===== src/rtl/mips_cache_wbuf_coalesce.sv =====
// Store write buffer sitting between the CPU/cache and an Avalon-MM master port.
// Stores are queued in a circular FIFO and drained in order as Avalon writes.
// A store to the same word as the newest entry merges into that entry, unless
// that entry is the head currently being presented on the bus. Loads snoop the
// buffer through a combinational byte-forwarding lookup.
module mips_cache_wbuf_coalesce #(
  parameter int DEPTH_BITS = 3,
  parameter int COALESCE   = 1
) (
  input  logic                  clk,
  input  logic                  rst_n,
  input  logic                  in_write,
  input  logic [31:0]           in_addr,
  input  logic [31:0]           in_writedata,
  input  logic [3:0]            in_byteenable,
  output logic                  in_stall,
  output logic [31:0]           avm_address,
  output logic                  avm_write,
  output logic [31:0]           avm_writedata,
  output logic [3:0]            avm_byteenable,
  input  logic                  avm_waitrequest,
  input  logic [31:0]           lookup_addr,
  output logic                  lookup_hit,
  output logic [31:0]           lookup_data,
  output logic [3:0]            lookup_byteenable,
  output logic [DEPTH_BITS:0]   count,
  output logic                  empty
);

  localparam int                    DEPTH      = 1 << DEPTH_BITS;
  localparam logic [DEPTH_BITS:0]   FULL_COUNT = (DEPTH_BITS + 1)'(DEPTH);
  localparam logic [DEPTH_BITS:0]   CNT_ONE    = (DEPTH_BITS + 1)'(1);
  localparam logic [DEPTH_BITS-1:0] PTR_ONE    = DEPTH_BITS'(1);

  // Expand 4 lane enables into a 32-bit byte mask.
  function automatic logic [31:0] lane_mask(input logic [3:0] be);
    lane_mask = {{8{be[3]}}, {8{be[2]}}, {8{be[1]}}, {8{be[0]}}};
  endfunction

  // Entry storage; contents are only meaningful inside [head, head+count).
  logic [29:0]           addr_r [DEPTH];
  logic [31:0]           data_r [DEPTH];
  logic [3:0]            be_r   [DEPTH];

  logic [DEPTH_BITS-1:0] head_r;
  logic [DEPTH_BITS-1:0] tail_r;
  logic [DEPTH_BITS:0]   count_r;

  logic [DEPTH_BITS-1:0] newest_s;
  logic                  busy_s;
  logic                  coalesce_s;
  logic                  accept_s;
  logic                  push_s;
  logic                  merge_s;
  logic                  pop_s;
  logic [31:0]           merged_data_s;
  logic                  unused_addr_lsb_s;

  assign unused_addr_lsb_s = ^{in_addr[1:0], lookup_addr[1:0]};

  assign busy_s   = (count_r != {(DEPTH_BITS + 1){1'b0}});
  assign newest_s = tail_r - PTR_ONE;

  // Accept/merge/pop decisions for the current cycle. When busy the head is
  // always on the bus, so a single-entry buffer never merges.
  always_comb begin
    coalesce_s = 1'b0;
    if ((COALESCE != 0) && busy_s && (addr_r[newest_s] == in_addr[31:2])) begin
      coalesce_s = !((newest_s == head_r) && busy_s);
    end else begin
      coalesce_s = 1'b0;
    end
    in_stall = in_write && (count_r == FULL_COUNT) && !coalesce_s;
    accept_s = in_write && !in_stall && (in_byteenable != 4'h0);
    push_s   = accept_s && !coalesce_s;
    merge_s  = accept_s && coalesce_s;
    pop_s    = busy_s && !avm_waitrequest;
  end

  // Lane-wise overwrite of the newest entry's data by an incoming store.
  always_comb begin
    merged_data_s = data_r[newest_s];
    for (int l = 0; l < 4; l++) begin
      merged_data_s[8*l +: 8] = in_byteenable[l] ? in_writedata[8*l +: 8]
                                                 : data_r[newest_s][8*l +: 8];
    end
  end

  // Pointer and occupancy state; the only state that reset has to clear.
  always_ff @(posedge clk) begin
    if (!rst_n) begin
      head_r  <= {DEPTH_BITS{1'b0}};
      tail_r  <= {DEPTH_BITS{1'b0}};
      count_r <= {(DEPTH_BITS + 1){1'b0}};
    end else begin
      head_r <= pop_s  ? head_r + PTR_ONE : head_r;
      tail_r <= push_s ? tail_r + PTR_ONE : tail_r;
      case ({push_s, pop_s})
        2'b10:   count_r <= count_r + CNT_ONE;
        2'b01:   count_r <= count_r - CNT_ONE;
        default: count_r <= count_r;
      endcase
    end
  end

  // Entry payload writes: new entries at the tail, merges into the newest.
  always_ff @(posedge clk) begin
    if (push_s) begin
      addr_r[tail_r] <= in_addr[31:2];
      data_r[tail_r] <= in_writedata & lane_mask(in_byteenable);
      be_r[tail_r]   <= in_byteenable;
    end else if (merge_s) begin
      data_r[newest_s] <= merged_data_s;
      be_r[newest_s]   <= be_r[newest_s] | in_byteenable;
    end
  end

  // Avalon side shows the head entry, straight from registers; zero when empty
  // so stale entry contents never leak out.
  always_comb begin
    avm_write = busy_s;
    if (busy_s) begin
      avm_address    = {addr_r[head_r], 2'b00};
      avm_writedata  = data_r[head_r];
      avm_byteenable = be_r[head_r];
    end else begin
      avm_address    = 32'h0000_0000;
      avm_writedata  = 32'h0000_0000;
      avm_byteenable = 4'h0;
    end
  end

  // Load forwarding: walk entries oldest to newest so newer lanes win.
  always_comb begin : lookup_comb
    logic [DEPTH_BITS-1:0] idx_v;
    logic                  match_v;
    idx_v             = head_r;
    match_v           = 1'b0;
    lookup_data       = 32'h0000_0000;
    lookup_byteenable = 4'h0;
    for (int k = 0; k < DEPTH; k++) begin
      idx_v   = head_r + DEPTH_BITS'(k);
      match_v = ((DEPTH_BITS + 1)'(k) < count_r) && (addr_r[idx_v] == lookup_addr[31:2]);
      for (int l = 0; l < 4; l++) begin
        lookup_data[8*l +: 8] = (match_v && be_r[idx_v][l]) ? data_r[idx_v][8*l +: 8]
                                                            : lookup_data[8*l +: 8];
        lookup_byteenable[l]  = (match_v && be_r[idx_v][l]) ? 1'b1 : lookup_byteenable[l];
      end
    end
    lookup_hit = |lookup_byteenable;
  end

  assign count = count_r;
  assign empty = !busy_s;

endmodule


===== config.mk =====
export PLATFORM = sky130hd
export DESIGN_NAME = mips_cache_wbuf_coalesce
export DESIGN_NICKNAME = d
export VERILOG_FILES = /design/src/rtl/mips_cache_wbuf_coalesce.sv
export SDC_FILE = /design/constraint.sdc
export NUM_CORES = 2
export LEC_CHECK = 0
export BUFFER_PORTS_ARGS = -buffer_cell sky130_fd_sc_hd__buf_2
export CAP_MARGIN = 5
export CORE_MARGIN = 5
export CORE_UTILIZATION = 50
export CTS_BUF_LIST = sky130_fd_sc_hd__clkbuf_4 sky130_fd_sc_hd__clkbuf_8
export DETAILED_ROUTE_END_ITERATION = 10
export MAX_ROUTING_LAYER = met4
export PLACE_DENSITY = 0.74
export SLEW_MARGIN = 20
export SYNTH_ARGS = -nofsm -noshare
export SYNTH_HDL_FRONTEND = slang
export SYNTH_SLANG_ARGS = --single-unit

===== constraint.sdc =====
create_clock -name clk -period 11.62 [get_ports clk]
set_input_delay 2.324 -clock clk [delete_from_list [all_inputs] [get_ports clk]]
set_output_delay 2.324 -clock clk [all_outputs]
set_load 0.02 [all_outputs]

Yosys cells after proc, flatten, opt, wreduce, memory -nomap -nowiden
Memory sizes are Yosys's and may differ from the RTL's. A register that Yosys moved wholly into a read port is not among the register bits.
Index checks and enable logic that the tools add are counted.
Widths: inputs -> output; s select.
{"block": "word_totals", "register_bits": 10, "ramBits": 528, "input_bits": 104, "output_inout_bits": 112, "mem_count": 3}
{"name": "data_r", "words": 8, "width": 32, "rd": 8, "rd_ports_with_merged_regs": 1, "wr": 1, "line": "42", "rtl": "logic [31:0] data_r [DEPTH];"}
{"name": "addr_r", "words": 8, "width": 30, "rd": 9, "rd_ports_with_merged_regs": 1, "wr": 1, "line": "41", "rtl": "logic [29:0] addr_r [DEPTH];"}
{"name": "be_r", "words": 8, "width": 4, "rd": 9, "rd_ports_with_merged_regs": 1, "wr": 1, "line": "43", "rtl": "logic [3:0] be_r [DEPTH];"}
{"block": "classes", "addsub": 11, "order_cmp": 8, "n_eq_ne": 17, "mux": 90, "bitwise_logic": 2, "reduce_logical": 64}
{"operator": "$mux 8", "n": 36}
{"operator": "$eq 30x30->1", "n": 9}
{"operator": "$mux 32", "n": 3}
{"operator": "$logic_and 1x1->1", "n": 49}
{"operator": "$mux 1", "n": 39}
{"operator": "$and 32x32->32", "n": 1}
{"operator": "$reduce_or 32->1", "n": 1}
{"operator": "$mux 3", "n": 8}
{"operator": "$lt 3x4->1 const A", "n": 4}
{"operator": "$add 3x3->3 const B", "n": 4}
{"operator": "$mux 4", "n": 3}
{"operator": "$lt 1x4->1 const A", "n": 2}
{"operator": "$lt 2x4->1 const A", "n": 2}
{"operator": "$pmux 4 s2", "n": 1}
{"operator": "$reduce_and 2->1", "n": 4}
{"operator": "$reduce_bool 4->1", "n": 2}
{"operator": "$reduce_or 4->1", "n": 2}
{"operator": "$add 3x1->3 const B", "n": 2}
{"operator": "$add 3x2->3 const B", "n": 2}
{"operator": "$logic_not 1->1", "n": 5}
{"operator": "$add 4x1->4 const B", "n": 1}
{"operator": "$eq 4x4->1 const B", "n": 1}
{"operator": "$ne 1x1->1 const B", "n": 4}
{"operator": "$or 4x4->4", "n": 1}
{"operator": "6 further kinds", "n": 6}

Logic depth before layout (Yosys ltp)
{"block": "logic_depth", "word_depth": 17, "ltp_mapped": 27, "depth_no_buf": 14}

Least setup slack after synthesis
Ideal clock, no wire load.
{"block": "synth_path", "path_kind": "register -> output", "start": "register head_r[1]", "end": "output lookup_hit", "t_arrival_ps": 5670, "required_ps": 9296, "path_slack_ps": 3626, "path_stages_with_launch": 22, "n_path_buf": 12, "cell_sequence": "dfxtp_1 buf_2 inv_1 buf_1 buf_1 clkbuf_1 clkbuf_1 ha_1 buf_2 buf_2 buf_2 buf_2 buf_2 buf_2 buf_2 mux4_2 nand2_1 nand2_1 nand2_1 nand2_1 or4_1 or4_1"}
{"block": "synth_via", "elab_chain_len": 13, "word_cells_on_any_way": 80, "classes_between": "add/sub: 7; eq/ne: 7; mux: 28; reduce/logical: 36; memory: 2"}
{"element": "start, declared", "line": "45", "rtl": "logic [DEPTH_BITS-1:0] head_r;"}
{"element": "start signal, assigned", "line": "92", "rtl": "head_r <= {DEPTH_BITS{1'b0}};"}
{"element": "start signal, assigned", "line": "96", "rtl": "head_r <= pop_s ? head_r + PTR_ONE : head_r;"}
{"element": "$add 3x1->3", "line": "142", "rtl": "idx_v = head_r + DEPTH_BITS'(k);"}
{"element": "$mem_v2 8x30"}
{"element": "$eq 30x30->1", "line": "143", "rtl": "match_v = ((DEPTH_BITS + 1)'(k) < count_r) && (addr_r[idx_v] == lookup_addr[31:2]);"}
{"element": "$logic_and 1x1->1", "line": "143"}
{"element": "$logic_and 1x1->1", "line": "147", "rtl": "lookup_byteenable[l] = (match_v && be_r[idx_v][l]) ? 1'b1 : lookup_byteenable[l];"}
{"element": "$mux 1 (6 in a row)", "line": "147"}
{"element": "$mux 1 *", "line": "147"}
{"element": "net lookup_byteenable[3]", "line": "25", "rtl": "output logic [3:0] lookup_byteenable,"}
{"element": "$reduce_or 4->1 *", "line": "150", "rtl": "lookup_hit = |lookup_byteenable;"}
{"element": "end, declared", "line": "23", "rtl": "output logic lookup_hit,"}
The timed path passes the listed nets; every way through them passes the cells marked *.

Final worst setup path
{"block": "layout_path", "start": "register head_r[0]", "end": "output lookup_data[14]"}
{"block": "layout_via", "word_cells_on_any_way": 38, "classes_between": "add/sub: 7; eq/ne: 7; mux: 7; reduce/logical: 14; memory: 3"}
{"element": "$add 3x3->3 *", "line": "142"}
{"element": "net lookup_comb.idx_v[0]", "line": "135", "rtl": "logic [DEPTH_BITS-1:0] idx_v;"}
{"element": "$mem_v2 8x30"}
{"element": "$eq 30x30->1", "line": "143"}
{"element": "$logic_and 1x1->1", "line": "143"}
{"element": "$logic_and 1x1->1", "line": "145", "rtl": "lookup_data[8*l +: 8] = (match_v && be_r[idx_v][l]) ? data_r[idx_v][8*l +: 8]"}
{"element": "$mux 8 *", "line": "145"}
{"element": "end, declared", "line": "24", "rtl": "output logic [31:0] lookup_data,"}
Marked as above.

==> results.md <==
Clock network:
- The master cell of the clock root buffer is sky130_fd_sc_hd__clkbuf_8.
- The H-tree generated during clock tree synthesis spans 3 levels.
- The total clock sinks is 541.
- The clock reaches the later pin of the worst-skew pair after 0.79 ns.
- The buffers inserted during post-CTS setup optimization is 0.
- The post-cts hold buffer count is 0.
- The number of gates resized after CTS was 0.
- Counting the buffers created by CTS gives 92.
- The clock-pin slew on the worst setup and hold paths is 0.07 ns.
- TritonCTS built the clock tree.
- The number of buffers between clock root and the deepest sink is 3.

Synthesis:
- The yosys synthesis warning count is 0.
- In this run, synthesis inferred 528 flip-flops with an integrated enable.
- Among all flip-flop cells after synthesis, the most frequent one is sky130_fd_sc_hd__edfxtp_1.
- The number of flip-flops and latches in the synthesized netlist is 541.
- Yosys mapped the design onto 96 distinct sky130hd cell types.
- The mean instance size in the synthesized netlist is 11.1 um^2.
- The summed instance area of the synthesized netlist is 0.0469 mm^2.
- Synthesis produced a netlist whose cell count is 4,219.
- For this run, the register share of the synthesized area comes to 34.3%.
- After synthesis, the share of flip-flops with an asynchronous set or reset is 0%.

Pwr:
- After layout, the design draws a total of 9.03 mW.
- The maximum resistive drop on vdd is 0.135 mV.
- The leakage power is 16.6 nW.
- In this run the power density over the cells is 179 mW/mm^2.

Floorplanning:
- The die height is 316 um.
- The effective utilization at floorplan is 50.4%.
- The die covers 0.100 mm^2.
- The top-level port count is 216.
- The die is 316 um wide.
- After floorplanning, the core was divided into 112 placement rows.
- The core footprint is 0.0932 mm^2.

Global routing:
- The number of antenna violations at the first check in global routing came to 25.
- Entering global routing, the biggest net connects 113 pins.
- The via count of the first global-routing pass came to 37,200.
- The global router's overall resource usage is 33.9%.
- For this run the aggregate overflow at the end of global routing stands at 0.
- The first global-routing pass estimated 246 mm of wire.

STA:
- The setup slack of the critical path after layout is 0.766 ns.
- For the finished layout, the period the worst path requires is 10.85 ns.
- The setup TNS is 0 ns.
- At the pin with the least slew margin, the transition time is 1.24 ns.
- The number of hold-slack violations in the final timing report was 0.
- The number of failing setup endpoints in the final timing report is 0.
- The maximum clock rate is 0.0921 GHz.
- The final number of max-transition violations was 0.
- Across the routed clock network, the largest skew measured is 0.0813 ns.
- Setup repair after global routing left no endpoint under its margin.
- The post-route worst hold slack is 0.674 ns.
- The part of the cycle the worst path needs is 93.4%.
- The worst pin sits at a relative slew slack of 17.2%.

Drt:
- The first detailed-routing pass ran for 9 iterations.
- The via count normalized by instance count is 7.11.
- The total DRC errors in the routed layout is 0.
- The post-detailed-routing wire length is 170 mm.
- The routed layout has 39,800 vias.
- The routed length per instance is 30.4 um.
- The number of nets with antenna violations after detailed routing is 0.
- The first routing iteration left 6,228 violations.

Job:
- The number of maximum-capacitance violations is 0.

Finish:
- In the final layout, the share of cells above drive strength 1 is 24.9%.
- The post-route non-filler standard cell count is 5,599.
- For this run, the share of the core covered by cells in the final layout is 54.2%.
- Relative to the synthesized area, the layout overhead comes to 7.71%.
- The number of nets in the final layout is 4,359.
- The combined area of the multi-input logic cells is 0.0290 mm^2.
- With fillers left out, the area of the finished cells amounts to 0.0505 mm^2.
- Registers take 0.0161 mm^2.
- The filler cell count in the final layout is 7,816.

Setup path:
- The data arrival time of the critical path is 8.53 ns.
- The largest fanout on the critical path is 108.
- The type of the worst setup path is reg2out.
- STA classifies the critical path startpoint as a flip-flop.
- The delay contributed by the slowest stage of the critical path is 1.03 ns.
- The number of buffer and inverter instances along the worst setup path is 3.
- The top cell family by delay on the critical path is compound AO/OA/AOI/OAI gates.
- The required time of the critical path is 9.30 ns.
- The cell with the biggest individual delay on the critical path is sky130_fd_sc_hd__dfxtp_4.
- The type of element capturing the critical path is an output pin.
- Traced cell by cell, the critical path runs through inv_1 -> ha_4 -> buf_12 -> mux4_2 -> mux2i_1 -> xnor2_1 -> nor4_1 -> o2111ai_1 -> nor3_1 -> a21boi_2 -> nor2_1 -> a31oi_1 -> buf_2.

Place:
- In this run the cell area measured after placement is 0.0486 mm^2.
- The number of placed instances with taps included is 5,407.
- The placed wire-length estimate is 119 mm.
- The worst setup slack before clock tree synthesis is 1.99 ns.
- Buffers placed on the I/O ports in this run total 209.
- The global placement routability congestion is 1.15.

Outcome:
- The flow ran to the end, and the final reports show no timing, DRC or antenna violations.

Worst hold path:
- The class of the tightest hold or removal check is reg2reg.
-- final cells by class --
class / count / area share, %
multi-input cells: 3268 / 57.4
clock inverters: 49 / 0.710
clock buffers: 119 / 2.94
flip-flops and latches: 541 / 31.9
inverters: 45 / 0.344
diodes: 24 / 0.119
repair buffers: 299 / 3.49
well taps: 1254 / 3.10
-- where the power goes --
part	leakage (nW)	switching, mW	internal [mW]
Clock	0.959	0.845	0.931
Sequential	4.95	0.130	2.21
Combinational	10.7	3.01	1.90
Total	16.6	3.98	5.05
-- layout by cell type (no fill, tap or decap), drive strengths merged, types with 44 or more instances in the layout --
cell type	instances
edfxtp	528
mux2i	455
nand2	421
mux4	415
buf	299
nor2	287
o21ai	251
a21oi	216
xnor2	182
mux2	133
clkbuf	119
a22oi	88
and2	80
nor3	70
nand3	55
clkinv	44
-- routing by layer --
metal | GRT usage, % | vias to the layer above | share of wire (%)
li1 | - | 16700 | -
met1 | 44.2 | 19500 | 36
met2 | 49.4 | 3098 | 44
met3 | 9.51 | 567 | 14
met4 | 16.1 | 0 | 5.9
met5 | - | - | 0
-- cells by family (layout without fill, tap and decap cells) --
kind of cell,Yosys count,in the layout,share of synthesized area [%]
AOI/OAI and AO/OA,930,930,13.2
muxes,1003,1003,32.8
and+or+nand+nor,1102,1102,10.9
DFF,541,541,34.3
adders and majority gates,8,8,0.213
buffers and inverters,411,512,4.31
xor gates and xnor gates,223,223,4.18
other,1,26,0.00799
-- synthesized netlist by cell type, types with 28 or more instances --
cell / n / area [um^2]
sky130_fd_sc_hd__nand3_1: 53 / 265
sky130_fd_sc_hd__inv_1: 37 / 139
sky130_fd_sc_hd__o21ai_0: 246 / 1230
sky130_fd_sc_hd__buf_1: 48 / 180
sky130_fd_sc_hd__edfxtp_1: 528 / 15900
sky130_fd_sc_hd__mux2_2: 133 / 1500
sky130_fd_sc_hd__a22o_1: 36 / 315
sky130_fd_sc_hd__o22ai_1: 38 / 238
sky130_fd_sc_hd__a21oi_1: 216 / 1080
sky130_fd_sc_hd__mux2i_1: 453 / 4530
sky130_fd_sc_hd__buf_2: 99 / 495
sky130_fd_sc_hd__mux4_2: 415 / 9350
sky130_fd_sc_hd__buf_4: 28 / 210
sky130_fd_sc_hd__xor2_1: 40 / 350
sky130_fd_sc_hd__nor2b_1: 29 / 181
sky130_fd_sc_hd__xnor2_1: 182 / 1590
sky130_fd_sc_hd__and2_1: 79 / 494
sky130_fd_sc_hd__nor2_1: 287 / 1080
sky130_fd_sc_hd__clkbuf_1: 159 / 597
sky130_fd_sc_hd__o211ai_1: 40 / 300
sky130_fd_sc_hd__nand4_1: 30 / 188
sky130_fd_sc_hd__nor3_1: 70 / 350
sky130_fd_sc_hd__nand2_1: 418 / 1570
sky130_fd_sc_hd__a22oi_1: 88 / 661
-- registers in the layout, summed over array words and instances (netlist names), named ones only --
| signal | flops |
|---|---|
| addr_r | 240 |
| be_r | 32 |
| count | 4 |
| data_r | 256 |
| head_r | 3 |
| tail_r | 3 |
-- worst register-to-register path, delay by kind of cell (launching register included) --
kind	cells	cell delay, ns
XOR/XNOR	1	0.12
AND/OR/NAND/NOR	6	2.99
adder cells (fa/ha/maj)	1	0.78
buffers and inverters	4	1.48
multiplexers	3	1.32
flip-flops	1	0.70
-- final timing paths --
path | start | end | slack, ns | cells past startpoint
setup reg to reg | tail_r[0]$_SDFFE_PN0P_ | data_r[3][13]$_DFFE_PP_ | 3.82 | 15
setup / recovery | head_r[0]$_SDFFE_PN0P_ | lookup_data[14] | 0.77 | 13
hold / removal | count[0]$_SDFFE_PN0P_ | count[0]$_SDFFE_PN0P_ | 0.67 | 2
hold reg to reg | count[0]$_SDFFE_PN0P_ | count[0]$_SDFFE_PN0P_ | 0.67 | 2
(Power assumes the default switching activity.)
